**config.mk**
```make
export PLATFORM = sky130hd
export DESIGN_NAME = hbridge_guard_flat
export DESIGN_NICKNAME = d
export VERILOG_FILES = /design/src/rtl/hbridge_guard_pkg.sv /design/src/rtl/hbridge_guard_if.sv /design/src/rtl/hbridge_guard_channel.sv /design/src/rtl/hbridge_guard.sv /design/src/flat_wrapper.sv
export SDC_FILE = /design/constraint.sdc
export NUM_CORES = 1
export LEC_CHECK = 0
export CORE_UTILIZATION = 45
export CTS_BUF_LIST = sky130_fd_sc_hd__clkbuf_4 sky130_fd_sc_hd__clkbuf_8 sky130_fd_sc_hd__clkbuf_16
export DETAILED_ROUTE_END_ITERATION = 6
export PLACE_DENSITY = 0.73
export SYNTH_ARGS = -nofsm -noshare
export SYNTH_HDL_FRONTEND = slang
export SYNTH_SLANG_ARGS = --single-unit
```
**constraint.sdc**
```tcl
create_clock -name clk -period 6.68 [get_ports clk]
set_clock_uncertainty 0.15 [all_clocks]
set_input_delay 1.336 -clock clk [delete_from_list [all_inputs] [get_ports clk]]
set_output_delay 1.336 -clock clk [all_outputs]
set_load 0.03 [all_outputs]
```
**src/rtl/hbridge_guard_pkg.sv**
```systemverilog
// hbridge_pkg: shared definitions for the H-bridge guard.
//   state_e   per-channel FSM states (IDLE, RAMP, RUN, DEAD)
//   DIR_*     direction codes of one bridge pin pair
//   is_move   true for FWD or REV, false for the STOP codes (coast, brake)
//   cnt_w     counter width for a modulus n, never less than one bit
package hbridge_pkg;

  typedef enum logic [1:0] {
    IDLE = 2'd0,
    RAMP = 2'd1,
    RUN  = 2'd2,
    DEAD = 2'd3
  } state_e;

  localparam logic [1:0] DIR_FWD   = 2'b10;
  localparam logic [1:0] DIR_REV   = 2'b01;
  localparam logic [1:0] DIR_COAST = 2'b00;
  localparam logic [1:0] DIR_BRAKE = 2'b11;

  function automatic logic is_move(input logic [1:0] code);
    return (code == DIR_FWD) || (code == DIR_REV);
  endfunction

  function automatic int cnt_w(input int n);
    return (n > 1) ? $clog2(n) : 1;
  endfunction

endpackage

```
**src/rtl/hbridge_guard_if.sv**
```systemverilog
// hbridge_guard_if: motor-drive bundle between the PWM stage and the guard.
//   ena_in/enb_in  raw channel enables from the PWM stage
//   in_req[3:0]    raw direction request ([1:0] channel A, [3:2] channel B)
//   halt           over-current halt level
//   ena/enb/in     guarded bridge pins
//   busy[1:0]      per channel, high while in DEAD or RAMP
// slave modport: the guard; master modport: the side driving the requests.
interface hbridge_guard_if;
  logic       ena_in;
  logic       enb_in;
  logic [3:0] in_req;
  logic       halt;
  logic       ena;
  logic       enb;
  logic [3:0] in;
  logic [1:0] busy;

  modport slave (
    input  ena_in, enb_in, in_req, halt,
    output ena, enb, in, busy
  );

  modport master (
    output ena_in, enb_in, in_req, halt,
    input  ena, enb, in, busy
  );
endinterface

```
**src/rtl/hbridge_guard_channel.sv**
```systemverilog
// hbridge_channel: guard FSM for one bridge channel.
//   clk, clr_n  clock and asynchronous active-low reset
//   en_in, req  raw enable and direction pair from the PWM stage
//   halt        over-current halt, forces IDLE while high
//   saw         shared gating sawtooth
//   pair_o, en_o, busy_o  unregistered next-cycle pin values; the top
//               registers them. They are derived from the state being
//               entered so a transition shows on the pins one cycle later.
module hbridge_channel
  import hbridge_pkg::*;
#(
  parameter int PERIOD      = 1000,
  parameter int DEAD_CYCLES = 50000,
  parameter int STEP_CYCLES = 100000,
  parameter int RAMP_INC    = 50
) (
  input  logic                      clk,
  input  logic                      clr_n,
  input  logic                      en_in,
  input  logic [1:0]                req,
  input  logic                      halt,
  input  logic [cnt_w(PERIOD)-1:0]  saw,
  output logic [1:0]                pair_o,
  output logic                      en_o,
  output logic                      busy_o
);

  localparam int SAW_W  = cnt_w(PERIOD);
  localparam int LVL_W  = SAW_W + 1;
  localparam int DEAD_W = cnt_w(DEAD_CYCLES);
  localparam int STEP_W = cnt_w(STEP_CYCLES);

  localparam logic [LVL_W-1:0]  LVL_MAX   = LVL_W'(PERIOD);
  localparam logic [LVL_W-1:0]  LVL_INC   = LVL_W'(RAMP_INC);
  localparam logic [DEAD_W-1:0] DEAD_LOAD = DEAD_W'(DEAD_CYCLES - 1);
  localparam logic [STEP_W-1:0] STEP_LAST = STEP_W'(STEP_CYCLES - 1);

  state_e            state_q, state_d;
  logic [1:0]        dir_q, dir_d;
  logic [LVL_W-1:0]  level_q, level_d;
  logic [STEP_W-1:0] step_q, step_d;
  logic [DEAD_W-1:0] dead_q, dead_d;

  logic [LVL_W:0]    level_sum_s;
  logic [LVL_W-1:0]  level_sat_s;

  // Next ramp level, clamped at the sawtooth period.
  always_comb begin
    level_sum_s = {1'b0, level_q} + {1'b0, LVL_INC};
    if (level_sum_s >= {1'b0, LVL_MAX}) begin
      level_sat_s = LVL_MAX;
    end else begin
      level_sat_s = level_sum_s[LVL_W-1:0];
    end
  end

  // Next-state logic; halt is checked first so it beats every transition,
  // and the reversal test precedes the ramp step so reversal beats saturation.
  always_comb begin
    state_d = state_q;
    dir_d   = dir_q;
    level_d = level_q;
    step_d  = step_q;
    dead_d  = dead_q;
    if (halt) begin
      state_d = IDLE;
      level_d = {LVL_W{1'b0}};
      step_d  = {STEP_W{1'b0}};
      dead_d  = {DEAD_W{1'b0}};
    end else begin
      case (state_q)
        IDLE: begin
          level_d = {LVL_W{1'b0}};
          step_d  = {STEP_W{1'b0}};
          if (is_move(req)) begin
            state_d = RAMP;
            dir_d   = req;
          end else begin
            state_d = IDLE;
          end
        end
        RAMP, RUN: begin
          if (is_move(req) && (req != dir_q)) begin
            state_d = DEAD;
            dir_d   = req;
            dead_d  = DEAD_LOAD;
          end else if (!is_move(req)) begin
            state_d = IDLE;
            level_d = {LVL_W{1'b0}};
            step_d  = {STEP_W{1'b0}};
          end else if (state_q == RAMP) begin
            if (step_q == STEP_LAST) begin
              step_d  = {STEP_W{1'b0}};
              level_d = level_sat_s;
              if (level_sat_s == LVL_MAX) begin
                state_d = RUN;
              end else begin
                state_d = RAMP;
              end
            end else begin
              step_d = step_q + STEP_W'(1);
            end
          end else begin
            state_d = RUN;
          end
        end
        DEAD: begin
          // The count keeps running while the request changes; only the
          // latched direction follows it.
          if (is_move(req)) begin
            dir_d = req;
          end else begin
            dir_d = dir_q;
          end
          if (dead_q == {DEAD_W{1'b0}}) begin
            level_d = {LVL_W{1'b0}};
            step_d  = {STEP_W{1'b0}};
            if (is_move(req)) begin
              state_d = RAMP;
            end else begin
              state_d = IDLE;
            end
          end else begin
            dead_d = dead_q - DEAD_W'(1);
          end
        end
        default: begin
          state_d = IDLE;
          level_d = {LVL_W{1'b0}};
          step_d  = {STEP_W{1'b0}};
          dead_d  = {DEAD_W{1'b0}};
        end
      endcase
    end
  end

  // Pin values for the state being entered.
  always_comb begin
    pair_o = DIR_COAST;
    en_o   = 1'b0;
    busy_o = 1'b0;
    if (halt) begin
      pair_o = DIR_COAST;
      en_o   = 1'b0;
      busy_o = 1'b0;
    end else begin
      case (state_d)
        IDLE: begin
          pair_o = req;
          en_o   = en_in;
        end
        RAMP: begin
          pair_o = dir_d;
          en_o   = en_in && (LVL_W'(saw) < level_d);
          busy_o = 1'b1;
        end
        RUN: begin
          pair_o = dir_d;
          en_o   = en_in;
        end
        DEAD: begin
          busy_o = 1'b1;
        end
        default: begin
          pair_o = DIR_COAST;
        end
      endcase
    end
  end

  // Channel state registers.
  always_ff @(posedge clk or negedge clr_n) begin
    if (!clr_n) begin
      state_q <= IDLE;
      dir_q   <= DIR_COAST;
      level_q <= {LVL_W{1'b0}};
      step_q  <= {STEP_W{1'b0}};
      dead_q  <= {DEAD_W{1'b0}};
    end else begin
      state_q <= state_d;
      dir_q   <= dir_d;
      level_q <= level_d;
      step_q  <= step_d;
      dead_q  <= dead_d;
    end
  end

endmodule

```
**src/rtl/hbridge_guard.sv**
```systemverilog
// hbridge_guard: dead-time, soft-start and halt guard for a dual H-bridge.
//   clk    system clock
//   clr_n  asynchronous active-low reset
//   bus    hbridge_guard_if.slave: raw PWM-stage inputs in, guarded pins out
// Holds the shared sawtooth, both channel guards and the output registers.
module hbridge_guard
  import hbridge_pkg::*;
#(
  parameter int PERIOD      = 1000,
  parameter int DEAD_CYCLES = 50000,
  parameter int STEP_CYCLES = 100000,
  parameter int RAMP_INC    = 50
) (
  input  logic           clk,
  input  logic           clr_n,
  hbridge_guard_if.slave bus
);

  localparam int SAW_W = cnt_w(PERIOD);
  localparam logic [SAW_W-1:0] SAW_LAST = SAW_W'(PERIOD - 1);

  logic [SAW_W-1:0] saw_q, saw_d;
  logic [1:0]       a_pair_s, b_pair_s;
  logic             a_en_s, b_en_s, a_busy_s, b_busy_s;
  logic             ena_q, ena_d, enb_q, enb_d;
  logic [3:0]       in_q, in_d;
  logic [1:0]       busy_q, busy_d;

  // Free-running gating sawtooth, 0..PERIOD-1.
  always_comb begin
    if (saw_q == SAW_LAST) begin
      saw_d = {SAW_W{1'b0}};
    end else begin
      saw_d = saw_q + SAW_W'(1);
    end
  end

  hbridge_channel #(
    .PERIOD(PERIOD), .DEAD_CYCLES(DEAD_CYCLES),
    .STEP_CYCLES(STEP_CYCLES), .RAMP_INC(RAMP_INC)
  ) u_ch_a (
    .clk(clk), .clr_n(clr_n), .en_in(bus.ena_in), .req(bus.in_req[1:0]),
    .halt(bus.halt), .saw(saw_q),
    .pair_o(a_pair_s), .en_o(a_en_s), .busy_o(a_busy_s)
  );

  hbridge_channel #(
    .PERIOD(PERIOD), .DEAD_CYCLES(DEAD_CYCLES),
    .STEP_CYCLES(STEP_CYCLES), .RAMP_INC(RAMP_INC)
  ) u_ch_b (
    .clk(clk), .clr_n(clr_n), .en_in(bus.enb_in), .req(bus.in_req[3:2]),
    .halt(bus.halt), .saw(saw_q),
    .pair_o(b_pair_s), .en_o(b_en_s), .busy_o(b_busy_s)
  );

  // Gather both channels into the output register inputs.
  always_comb begin
    ena_d  = a_en_s;
    enb_d  = b_en_s;
    in_d   = {b_pair_s, a_pair_s};
    busy_d = {b_busy_s, a_busy_s};
  end

  // Sawtooth and bridge pin registers.
  always_ff @(posedge clk or negedge clr_n) begin
    if (!clr_n) begin
      saw_q  <= {SAW_W{1'b0}};
      ena_q  <= 1'b0;
      enb_q  <= 1'b0;
      in_q   <= 4'b0000;
      busy_q <= 2'b00;
    end else begin
      saw_q  <= saw_d;
      ena_q  <= ena_d;
      enb_q  <= enb_d;
      in_q   <= in_d;
      busy_q <= busy_d;
    end
  end

  assign bus.ena  = ena_q;
  assign bus.enb  = enb_q;
  assign bus.in   = in_q;
  assign bus.busy = busy_q;

endmodule

```
**src/flat_wrapper.sv**
```systemverilog
// flat-port wrapper written by rule: the top's interface ports become plain ports
module hbridge_guard_flat import hbridge_pkg::*;
#(
  parameter int PERIOD      = 1000,
  parameter int DEAD_CYCLES = 50000,
  parameter int STEP_CYCLES = 100000,
  parameter int RAMP_INC    = 50
)
  (clk, clr_n, bus_ena_in, bus_enb_in, bus_in_req, bus_halt, bus_ena, bus_enb, bus_in, bus_busy);
  hbridge_guard_if bus_i ();
  input  logic clk;
  input  logic clr_n;
  input wire logic [$bits(bus_i.ena_in)-1:0] bus_ena_in;
  input wire logic [$bits(bus_i.enb_in)-1:0] bus_enb_in;
  input wire logic [$bits(bus_i.in_req)-1:0] bus_in_req;
  input wire logic [$bits(bus_i.halt)-1:0] bus_halt;
  output wire logic [$bits(bus_i.ena)-1:0] bus_ena;
  output wire logic [$bits(bus_i.enb)-1:0] bus_enb;
  output wire logic [$bits(bus_i.in)-1:0] bus_in;
  output wire logic [$bits(bus_i.busy)-1:0] bus_busy;
  assign bus_i.ena_in = bus_ena_in;
  assign bus_i.enb_in = bus_enb_in;
  assign bus_i.in_req = bus_in_req;
  assign bus_i.halt = bus_halt;
  assign bus_ena = bus_i.ena;
  assign bus_enb = bus_i.enb;
  assign bus_in = bus_i.in;
  assign bus_busy = bus_i.busy;
  hbridge_guard #(.PERIOD(PERIOD), .DEAD_CYCLES(DEAD_CYCLES), .STEP_CYCLES(STEP_CYCLES), .RAMP_INC(RAMP_INC)) u_core (.clk(clk), .clr_n(clr_n), .bus(bus_i));
endmodule
```
==> metrics.md, run 1 <==
| Metric | Value |
|---|---|
| Clock sinks | 112 |
| Row cnt | 46 |
| Critical Path AT | 4970 ps |
| Hold buffers post-CTS | 0 |
| Endpoints failing hold | 0 |
| Vias in the first global route | 6033 |
| Net Count, Synth | 928 |
| Setup TNS | 0 ps |
| Synth top area cells | dfrtp_1 (38%), ha_1 (6.6%), o21ai_0 (5.4%) |
| Maximum vdd drop | 0.134 mV |
| Num CTS Buffers | 9 |
| Wire per inst | approximately 16 um |
| Post-synth top area share | 37.7% |
| #FFs+latches synth | 112 |
| H-tree depth | 3 |
| Post-DP Area | approximately 7700 um^2 |
| Antenna violations before repair | 0 |
| Yosys top cell by area | dfrtp_1 |
| Synth unique cells | 74 |
| Synth Warn # | 0 |
| DRC | 0 |
| Fin area | 8050 um^2 |
| IO Count | 17 |
| Mapped Area | between 7000 and 8000 um^2 |
| Clock transition at path regs | 70 ps |
| DR vias | around 6500 |
| Worst hold-check path type | flop to flop |
| Cells after Synth | 880 |
| Main synth FF type | dfrtp_1 |
| Fin crit share | 72.9% |
| 1st-iter DRT viols | approximately 490 |
| Sequential-to-total area share from yosys stat | a little under two fifths |
| Total grt overflow | 0 |
| Die width | 131 um |
| Area growth, synth to finish | 8.15% |
| Crit path max fanout | 10 |
| EDFF count, synth | 0 |
| Relative slew slack | between 20 and 30% |
| Worst-Skew Late Latency | 360 ps |
| Root buffer cell | clkbuf_16 |
| Placer Congestion | 0.869 |
| Worst Reg2Reg Path Length in Cells | 16 |
| Core Region | 16000 um^2 |
| Largest net degree at the start of global routing | 58 |
| Core Util, Final | between 50% and 60% |
| # diodes | 0 |
| Mean post-synth cell area | about 8.5 um^2 |
| Startpoint types | input port |
| Dpl cells | 1077 |
| Total GRT Usage | 21.5% |
| Design Power | 0.00160 W |
| Max-slew violations | 0 |
| Post-route non-filler standard cell count | 1093 |
| CP endpoint kind | flop |
| First-pass GRT wire length | 29.3 mm |
| Unrepaired setup endpoints after global routing | no |
| First-pass detailed-route iteration total | 5 |
| Detailed Place HPWL | roughly 12 mm |
| CTS tree | built |
| Hold Crit Depth | 1 |
| Die Y | 131 um |
| Leak Pwr | 3.31 nW |
| Layout cells sized above 1 | 4.33% |
| Endpoints failing setup | 0 |
| Status | finished, final reports clean |
| WP data required | 6780 ps |
| Measured slew at the worst slew-check pin | 1050 ps |
| Max Cap Violations | 0 |
| Final nets | 920 |
| Min cycle time layout | 4870 ps |
| DRT Wirelength | 17.1 mm |
| Post-CTS Setup Inserts | 0 |
| PortBufs | 16 |
| Drt via density | 5.97 |
| Fillcell total | 1521 |
| Die ar. | approximately 17000 um^2 |
| Highest Clock Rate | 205 MHz |
| Post-route ant nets | 0 |
| Ys async rst share | 100% |
| Post-CTS resize count | 0 |
| Crit path kind | input port to flop |
| Starting Density | 46.5% |
| Pwr/cell area | 199 nW/um^2 |
| CTS max path bufs | 2 |
==> cells in the mapped netlist (7+ instances only) <==
| cell | number |
|---|---|
| and3_1 | 23 |
| ha_1 | 39 |
| nor3_1 | 31 |
| xnor2_1 | 7 |
| nor2_1 | 95 |
| nor2b_1 | 10 |
| nand2_1 | 70 |
| dfrtp_1 | 112 |
| a31oi_1 | 14 |
| inv_1 | 29 |
| nand3_1 | 38 |
| o21a_1 | 18 |
| xor2_1 | 17 |
| a22oi_1 | 11 |
| o31ai_1 | 13 |
| or3_1 | 9 |
| nand4_1 | 10 |
| a21o_1 | 11 |
| clkbuf_1 | 31 |
| and2_1 | 15 |
| o21ai_0 | 81 |
| a21oi_1 | 45 |
| nor4b_1 | 8 |
| nand2b_1 | 16 |
| a211oi_1 | 10 |
| a311oi_1 | 15 |
| o211ai_1 | 8 |
==> worst paths after layout <==
kind / from / end / slack (ps)
max: bus_in_req[0] / u_core.bus.ena$_DFF_PN0_ / 1810
min reg2reg: u_core.u_ch_b.step_q[16]$_DFFE_PN0P_ / u_core.u_ch_b.step_q[16]$_DFFE_PN0P_ / 330
min in group asynchronous: clr_n / u_core.u_ch_a.step_q[5]$_DFFE_PN0P_ / 890
max reg2reg: u_core.u_ch_a.level_q[1]$_DFF_PN0_ / u_core.bus.ena$_DFF_PN0_ / 2150
min: u_core.u_ch_b.step_q[16]$_DFFE_PN0P_ / u_core.u_ch_b.step_q[16]$_DFFE_PN0P_ / 330
max in group asynchronous: clr_n / u_core.u_ch_b.step_q[9]$_DFFE_PN0P_ / 4320
==> layer usage <==
layer,up-vias,routed length [um],global-route usage [%],share of wire [%]
met2,136,7970,35.2,47
li1,3227,-,-,-
met3,23,676,4.40,4.0
met5,-,0,0,0
met4,0,248,6.22,1.5
met1,3141,8160,28.7,48
==> cells in the final DEF, fill, tap and decap left out, types with 5 or more instances in the layout <==
cell             instances
nand2b_1                16
and2_1                  15
nor4b_1                  8
nor2b_1                 10
a21oi_1                 45
a21o_1                  11
nand3_1                 38
clkdlybuf4s50_1         14
a22oi_1                 11
inv_1                   29
or3_1                    9
o31ai_1                 13
nor3_1                  31
a31oi_1                 14
clkbuf_16                9
dfrtp_1                112
nand4_1                 10
buf_4                    5
nor4_1                   5
xor2_1                  17
o21a_1                  18
o31a_1                   5
nor2_1                  95
a211oi_1                10
o211ai_1                 8
a311oi_1                15
o21ai_0                 81
xnor2_1                  7
nand2_1                 70
and3_1                  23
ha_1                    39
==> cell families (layout without fill, tap and decap cells) <==
logic type                 after synthesis  count (layout)  synth area share, %
muxes                                    3               3                0.420
buffers and inverters                   68              65                 3.60
DFF                                    112             112                 37.7
adders and majority gates               39              39                 6.56
AOI/OAI and AO/OA                      271             271                 24.0
and+or+nand+nor                        363             363                 25.0
xor gates and xnor gates                24              24                 2.82
==> critical path, stage by stage <==
cell and delay (ps):
clkdlybuf4s50_1 650, nor4bb_1 330, o21a_1 200, nand3_1 240
nor2_1 240, nand2_1 110, a311o_1 360, ha_1 320
a21o_1 180, a21o_1 180, a221o_1 340, a21oi_1 140
a41oi_1 70, o21bai_1 210, o311ai_1 70
==> power by group <==
part	total, W	internal, W	switching, W
logic	0.000288	0.000106	0.000182
clock network	0.000573	0.000325	0.000248
registers	0.000740	0.000707	0.0000329
total	0.00160	0.00114	0.000463
==> cell type report <==
type / instances / area, um^2 / area share (%)
flip-flops and latches: 112 / 2800 / 34.8
clock inverters: 2 / 37.5 / 0.466
repair buffers: 20 / 183 / 2.27
multi-input cells: 700 / 4370 / 54.3
well taps: 216 / 270 / 3.36
inverters: 29 / 109 / 1.35
clock buffers: 14 / 275 / 3.42
==> registers in the layout (all words and copies together) (netlist names) <==
register and count:
u_core.bus.busy 1, u_core.bus.ena 1, u_core.bus.enb 1, u_core.bus.in 4, u_core.saw_q 10, u_core.u_ch_a.dead_q 16
u_core.u_ch_a.dir_q 2, u_core.u_ch_a.level_q 11, u_core.u_ch_a.state_q 1, u_core.u_ch_a.step_q 17, u_core.u_ch_b.dead_q 16, u_core.u_ch_b.dir_q 2
u_core.u_ch_b.level_q 11, u_core.u_ch_b.state_q 2, u_core.u_ch_b.step_q 17
==> metrics by stage <==
step	hold slack, ps	setup slack [ps]
after CTS	339	1850
after global placement	317	1620
final	332	1810
after global routing	351	1470
after detailed placement	330	1570
after floorplan	295	2230
(Power assumes the default switching activity.)
==> run 2, diff against run 1 <==
PLACE_DENSITY = 0.75   (was 0.73)
clock period = 4.4 ns   (was 6.68 ns; I/O delays follow)
==> run 2 against run 1 <==
Effect of this change:
- cell area rose by 1.6%
- largest power group unchanged
- non-clock buffer count is 18 higher
- global-route usage shrank 0.65 points
- via count increased by 2.0%
==> metrics.md, run 2 (synthesis results as in run 1) <==
| Metric | Value |
|---|---|
| Setup TNS | 0 ps (unchanged) |
| Pwr/cell area | 289 nW/um^2 (was 199 nW/um^2) |
| Wire per inst | 15.4 um (was 15.6 um) |
| Measured slew at the worst slew-check pin | 1030 ps (was 1050 ps) |
| Post-DP Area | 7890 um^2 (was 7740 um^2) |
| Fin crit share | 93.0% |
| Antenna violations before repair | 0 (unchanged) |
| Crit path max fanout | 4 (was 10) |
| CTS tree | built (unchanged) |
| Die ar. | 17100 um^2 (unchanged) |
| Worst reg2reg path endpoint | u_core.bus.ena$_DFF_PN0_ (unchanged) |
| # diodes | 0 (unchanged) |
| Core Util, Final | 51.1% (was 50.3%) |
| Detailed Place HPWL | 11.9 mm (was 11.7 mm) |
| Final nets | 938 (was 920) |
| Starting Density | 46.5% (unchanged) |
| Clock sinks | 112 (unchanged) |
| Worst hold-check path type | flop to flop (unchanged) |
| Max-slew violations | 0 (unchanged) |
| Endpoints failing hold | 0 (unchanged) |
| Highest Clock Rate | between 200 and 250 MHz |
| Hold Crit Start | u_core.u_ch_b.step_q[16]$_DFFE_PN0P_ (unchanged) |
| Row cnt | 46 (unchanged) |
| PortBufs | 16 (unchanged) |
| Critical Path AT | 4200 ps (was 4970 ps) |
| Largest regs | u_core.u_ch_a.step_q (17), u_core.u_ch_b.step_q (17) (unchanged) |
| Worst-Skew Late Latency | 350 ps (was 360 ps) |
| Total grt overflow | 0 (unchanged) |
| H-tree depth | 3 (unchanged) |
| DR vias | 6660 (was 6527) |
| Total GRT Usage | 20.8% (was 21.5%) |
| Most frequent cells in the layout | dfrtp_1 (112), nor2_1 (95), o21ai_0 (80) (was dfrtp_1 (112), nor2_1 (95), o21ai_0 (81)) |
| Fillcell total | 1535 (was 1521) |
| Worst reg2reg startpoint | u_core.u_ch_a.level_q[3]$_DFF_PN0_ (was u_core.u_ch_a.level_q[1]$_DFF_PN0_) |
| Max Cap Violations | 0 (unchanged) |
| DRC | 0 (unchanged) |
| WP data required | 4510 ps (was 6780 ps) |
| CP endpoint kind | flop (unchanged) |
| Most common cell after layout, fill and taps aside | dfrtp_1 (unchanged) |
| First-pass GRT wire length | 28.5 mm (was 29.3 mm) |
| Core Region | 16000 um^2 (unchanged) |
| DRT Wirelength | 17.1 mm (about the same) |
| Worst Reg2Reg Path Length in Cells | 15 (was 16) |
| Leak Pwr | 3.39 nW (was 3.31 nW) |
| IO Count | 17 (unchanged) |
| Status | finished, final reports clean (unchanged) |
| Min cycle time layout | 4090 ps |
| Die width | 131 um (unchanged) |
| Drt via density | 5.99 (was 5.97) |
| 1st-iter DRT viols | 426 (was 489) |
| Clock transition at path regs | 80 ps (was 70 ps) |
| Hold EP | u_core.u_ch_b.step_q[16]$_DFFE_PN0P_ (unchanged) |
| Layout cells sized above 1 | 6.48% (was 4.33%) |
| Fin area | 8180 um^2 (was 8050 um^2) |
| Die Y | 131 um (unchanged) |
| Unrepaired setup endpoints after global routing | no (unchanged) |
| Crit path kind | input port to flop (unchanged) |
| Area growth, synth to finish | 9.88% (was 8.15%) |
| CTS max path bufs | 2 (unchanged) |
| Hold Crit Depth | 1 (unchanged) |
| Placer Congestion | 0.869 (about the same) |
| Startpoint types | input port (unchanged) |
| Relative slew slack | 30.9% (was 29.4%) |
| Post-route ant nets | 0 (unchanged) |
| First-pass detailed-route iteration total | 5 (unchanged) |
| Root buffer cell | clkbuf_16 (unchanged) |
| Maximum vdd drop | 0.222 mV (was 0.134 mV) |
| Largest net degree at the start of global routing | 58 (unchanged) |
| Endpoints failing setup | 0 (unchanged) |
| Vias in the first global route | 6075 (was 6033) |
| Num CTS Buffers | 9 (unchanged) |
| Reg-to-reg slack, setup | 310 ps (was 2150 ps) |
==> run 2: cell types whose count changed in the layout (fill, tap and decap cells not counted), sizes merged <==
cell	previous run	this run
buf	6	24
bufinv	1	0
clkbuf	14	11
clkinv	0	2
inv	29	31
==> run 2: area by class of cell <==
type	instances	area (um^2)	share of cell area, %
clock buffers	11	246	3.01
well taps	216	270	3.30
inverters	29	109	1.33
repair buffers	38	330	4.04
multi-input cells	700	4380	53.6
clock inverters	5	38.8	0.474
flip-flops and latches	112	2800	34.3
==> run 2: stage by stage <==
step                total power (W)  worst slack [ps]  cells  hold WS, ps
floorplan                   0.00145               405    880          295
global placement            0.00157               126   1095          317
detailed placement          0.00158              81.5   1095          321
CTS                         0.00239               176   1111          335
global route                0.00249              14.1   1111          379
finish                      0.00237               307   1111          331
==> run 2: where the power goes <==
| part | switching [W] | internal (W) | total [W] |
|---|---|---|---|
| Sequential | 0.0000502 | 0.00107 | 0.00112 |
| Combinational | 0.000273 | 0.000171 | 0.000444 |
| Clock | 0.000388 | 0.000411 | 0.000799 |
| Total | 0.000711 | 0.00165 | 0.00237 |
==> run 2: repair_timing <==
action                                  CTS  global route
endpoints found under the hold margin     0             0
resized for setup                         0             3
hold buffers                              0             0
setup buffers                             0             0
endpoints found under the setup margin    0             1
==> run 2: worst max path at each step <==
stage,from,to,slack [ps],cells after the start
CTS,u_core.u_ch_a.dead_q[0]$_DFFE_PN0P_,u_core.bus.ena$_DFF_PN0_,180,16
finish,bus_in_req[1],u_core.bus.ena$_DFF_PN0_,310,14
floorplan,bus_in_req[0],u_core.bus.ena$_DFF_PN0_,400,15
global route,u_core.u_ch_a.level_q[1]$_DFF_PN0_,u_core.bus.ena$_DFF_PN0_,10,15
detailed placement,bus_in_req[1],u_core.bus.ena$_DFF_PN0_,80,14
global placement,bus_in_req[1],u_core.bus.ena$_DFF_PN0_,130,14
==> run 2: routing by layer <==
layer  vias to the layer above  track usage (%)  part of all wire (%)
met5                         -                0                     0
met4                         0             4.80                  0.99
met3                        21             3.99                   4.3
met2                       182             35.6                    47
met1                      3181             27.3                    47
li1                       3276                -                     -
==> run 2: worst max-delay path: stages <==
cell and delay, ps:
clkdlybuf4s50_1 450, nor4bb_1 370, o21ai_0 280, nor2_1 230
a31oi_1 130, a311o_1 340, ha_1 310, a21o_1 170
a21o_1 190, a221o_1 340, a21oi_1 180, a41oi_1 80
o21bai_1 190, o311ai_1 70
==> run 3, diff against run 2 <==
CORE_MARGIN = 2   (was unset)
==> run 3 against run 2 <==
Effect of this change:
- count of clock-buffer cells in the layout up 3
- core utilization down 0.37 points
- sequential share of layout area down 0.49 points
- via count down 0.48%
- clock power up 16%
- die area up 3.1%
- flip-flop and latch count unchanged
- sequential power about the same
- register-to-register slack worse by 80 ps
- non-clock buffer count up 8
- cell area up 1.4%
- combinational power up 3%
- critical path type is now flop to flop
- largest cell class unchanged
==> metrics.md, run 3 (synthesis results as in run 1) <==
| Metric | Value |
|---|---|
| WP data required | 4500 ps (was 4510 ps) |
| Highest Clock Rate | 240 MHz (was 244 MHz) |
| Clock share of power | 36.9% (was 33.8%) |
| Status | finished, final reports clean (unchanged) |
| Row cnt | 47 (was 46) |
| P_sw | 0.000692 W (was 0.000711 W) |
| Post-CTS resize count | 0 (unchanged) |
| Busiest grt layer | met2 (unchanged) |
| DRT Wirelength | 17.0 mm (was 17.1 mm) |
| Fin crit share | 94.8% (was 93.0%) |
| Endpoints failing hold | 0 (unchanged) |
| Pwr/cell area | 302 nW/um^2 (was 289 nW/um^2) |
| H-tree depth | 3 (unchanged) |
| Post-route non-filler standard cell count | 1123 (was 1111) |
| Post-route ant nets | 0 (unchanged) |
| Measured slew at the worst slew-check pin | 1050 ps (was 1030 ps) |
| Detailed Place HPWL | 12.1 mm (was 11.9 mm) |
| Worst-Skew Late Latency | 360 ps (was 350 ps) |
| Combinational power share | 18.3% (was 18.8%) |
| Total grt overflow | 0 (unchanged) |
| CTS tree | built (unchanged) |
| Crit path max fanout | 7 (was 4) |
| DR vias | 6628 (was 6660) |
| Leak Pwr | 3.46 nW (was 3.39 nW) |
| Internal | 0.00181 W (was 0.00165 W) |
| Core Region | 16300 um^2 (was 16000 um^2) |
| Most common cell after layout, fill and taps aside | dfrtp_1 (unchanged) |
| Dpl cells | 1107 (was 1095) |
| 1st-iter DRT viols | 474 (was 426) |
| Post-CTS Setup Inserts | 0 (unchanged) |
| Wire per inst | 15.1 um (was 15.4 um) |
| Core Util, Final | 50.7% (was 51.1%) |
| Most frequent cells in the layout | dfrtp_1 (112), nor2_1 (95), o21ai_0 (80) (unchanged) |
| Fin area | 8300 um^2 (was 8180 um^2) |
| Max Cap Violations | 0 (unchanged) |
| First-pass GRT wire length | 28.7 mm (was 28.5 mm) |
| Hold buffers post-CTS | 0 (unchanged) |
| Largest regs | u_core.u_ch_a.step_q (17), u_core.u_ch_b.step_q (17) (unchanged) |
| Flop pwr share | 44.7% (was 47.5%) |
| Num CTS Buffers | 9 (unchanged) |
| Die ar. | 17600 um^2 (was 17100 um^2) |
| # diodes | 0 (unchanged) |
| Drt via density | 5.90 (was 5.99) |
| PortBufs | 16 (unchanged) |
| Largest net degree at the start of global routing | 58 (unchanged) |
| Starting Density | 45.5% (was 46.5%) |
| Endpoints failing setup | 0 (unchanged) |
| Area growth, synth to finish | 11.5% (was 9.88%) |
| Worst hold-check path type | flop to flop (unchanged) |
| Min Hold Slack | 332 ps (was 331 ps) |
| Fillcell total | 1564 (was 1535) |
| Post-DP Area | 7950 um^2 (was 7890 um^2) |
| Maximum vdd drop | 0.236 mV (was 0.222 mV) |
| Min cycle time layout | 4170 ps (was 4090 ps) |
| Layout cells sized above 1 | 7.20% (was 6.48%) |
| Die Y | 133 um (was 131 um) |
| Design Power | 0.00251 W (was 0.00237 W) |
| Final nets | 946 (was 938) |
| Antenna violations before repair | 0 (unchanged) |
| Vias in the first global route | 6093 (was 6075) |
| Total GRT Usage | 19.6% (was 20.8%) |
| CTS max path bufs | 2 (unchanged) |
| DRC | 0 (unchanged) |
| Startpoint types | flop (was input port) |
| Sw Share | 27.6% (was 30.1%) |
| Placer Congestion | 0.872 (was 0.869) |
| Clock sinks | 112 (unchanged) |
| Crit path kind | flop to flop (was input port to flop) |
| Critical Path AT | 4270 ps (was 4200 ps) |
| Met3 Usage GRT | 3.45% (was 3.99%) |
| Clock transition at path regs | 70 ps (was 80 ps) |
| Die width | 133 um (was 131 um) |
| First-pass detailed-route iteration total | 5 (unchanged) |
| Met1 usage | 26.9% (was 27.3%) |
| CP endpoint kind | flop (unchanged) |
| Root buffer cell | clkbuf_16 (unchanged) |
| Relative slew slack | 29.6% (was 30.9%) |
| IO Count | 17 (unchanged) |
| GR Util met2 | 31.9% (was 35.6%) |
| Max-slew violations | 0 (unchanged) |
[run 3: changes by cell type in the layout (fill, tap and decap cells not counted), sizes merged]
cell	delta
buf	+8
bufinv	+2
clkbuf	+3
clkinv	-2
clkinvlp	-1
inv	-2
[run 3: per-layer routing]
layer	share of wire, %	up-vias
li1	-	3287
met1	48	3172
met2	47	148
met3	4.0	21
met4	1.3	0
met5	0	-
[run 3: power by group through the flow]
stage / logic (W) / registers, W / clock network, W
floorplan: 0.000311 / 0.00114 / 0
global placement: 0.000452 / 0.00114 / 0
detailed placement: 0.000456 / 0.00114 / 0
CTS: 0.000460 / 0.00112 / 0.000952
global route: 0.000517 / 0.00113 / 0.000988
finish: 0.000459 / 0.00112 / 0.000926
[run 3: final timing paths]
kind | slack (ps) | from | endpoint | depth (start not counted)
setup / recovery | 230 | u_core.u_ch_a.level_q[1]$_DFF_PN0_ | u_core.bus.ena$_DFF_PN0_ | 15
hold / removal | 330 | u_core.u_ch_b.step_q[16]$_DFFE_PN0P_ | u_core.u_ch_b.step_q[16]$_DFFE_PN0P_ | 1
setup reg to reg | 230 | u_core.u_ch_a.level_q[1]$_DFF_PN0_ | u_core.bus.ena$_DFF_PN0_ | 15
hold reg to reg | 330 | u_core.u_ch_b.step_q[16]$_DFFE_PN0P_ | u_core.u_ch_b.step_q[16]$_DFFE_PN0P_ | 1
max in group asynchronous | 2910 | clr_n | u_core.u_ch_b.dead_q[0]$_DFFE_PN0P_ | 2
min in group asynchronous | 430 | clr_n | u_core.u_ch_a.step_q[3]$_DFFE_PN0P_ | 1
[run 3: layout make-up]
cell class	instances	area [um^2]	area share, %
inverter	29	109	1.31
sequential	112	2800	33.8
tap	220	275	3.32
clock buffer	14	282	3.39
timing repair buffer	46	390	4.71
multi-input combinational	700	4380	52.8
clock inverter	2	60.1	0.724
[run 3: stage by stage]
step,setup WS [ps],setup TNS [ps]
floorplan,405,0
global placement,114,0
detailed placement,-4.52,-4.52
CTS,186,0
global route,-3.13,-3.13
finish,228,0
[run 3: critical path, cell delays in order, from the launching register on]
cell      delay (ps)
dfrtp_1          380
buf_4            160
a311oi_2         500
nor3b_1          140
mux2i_1          330
o31ai_1          160
nor2_1           200
nand2_1           90
a311o_1          360
ha_1             310
a21o_1           170
a21o_1           190
a221o_1          350
a21oi_1          180
a41oi_1           80
o311ai_1         290
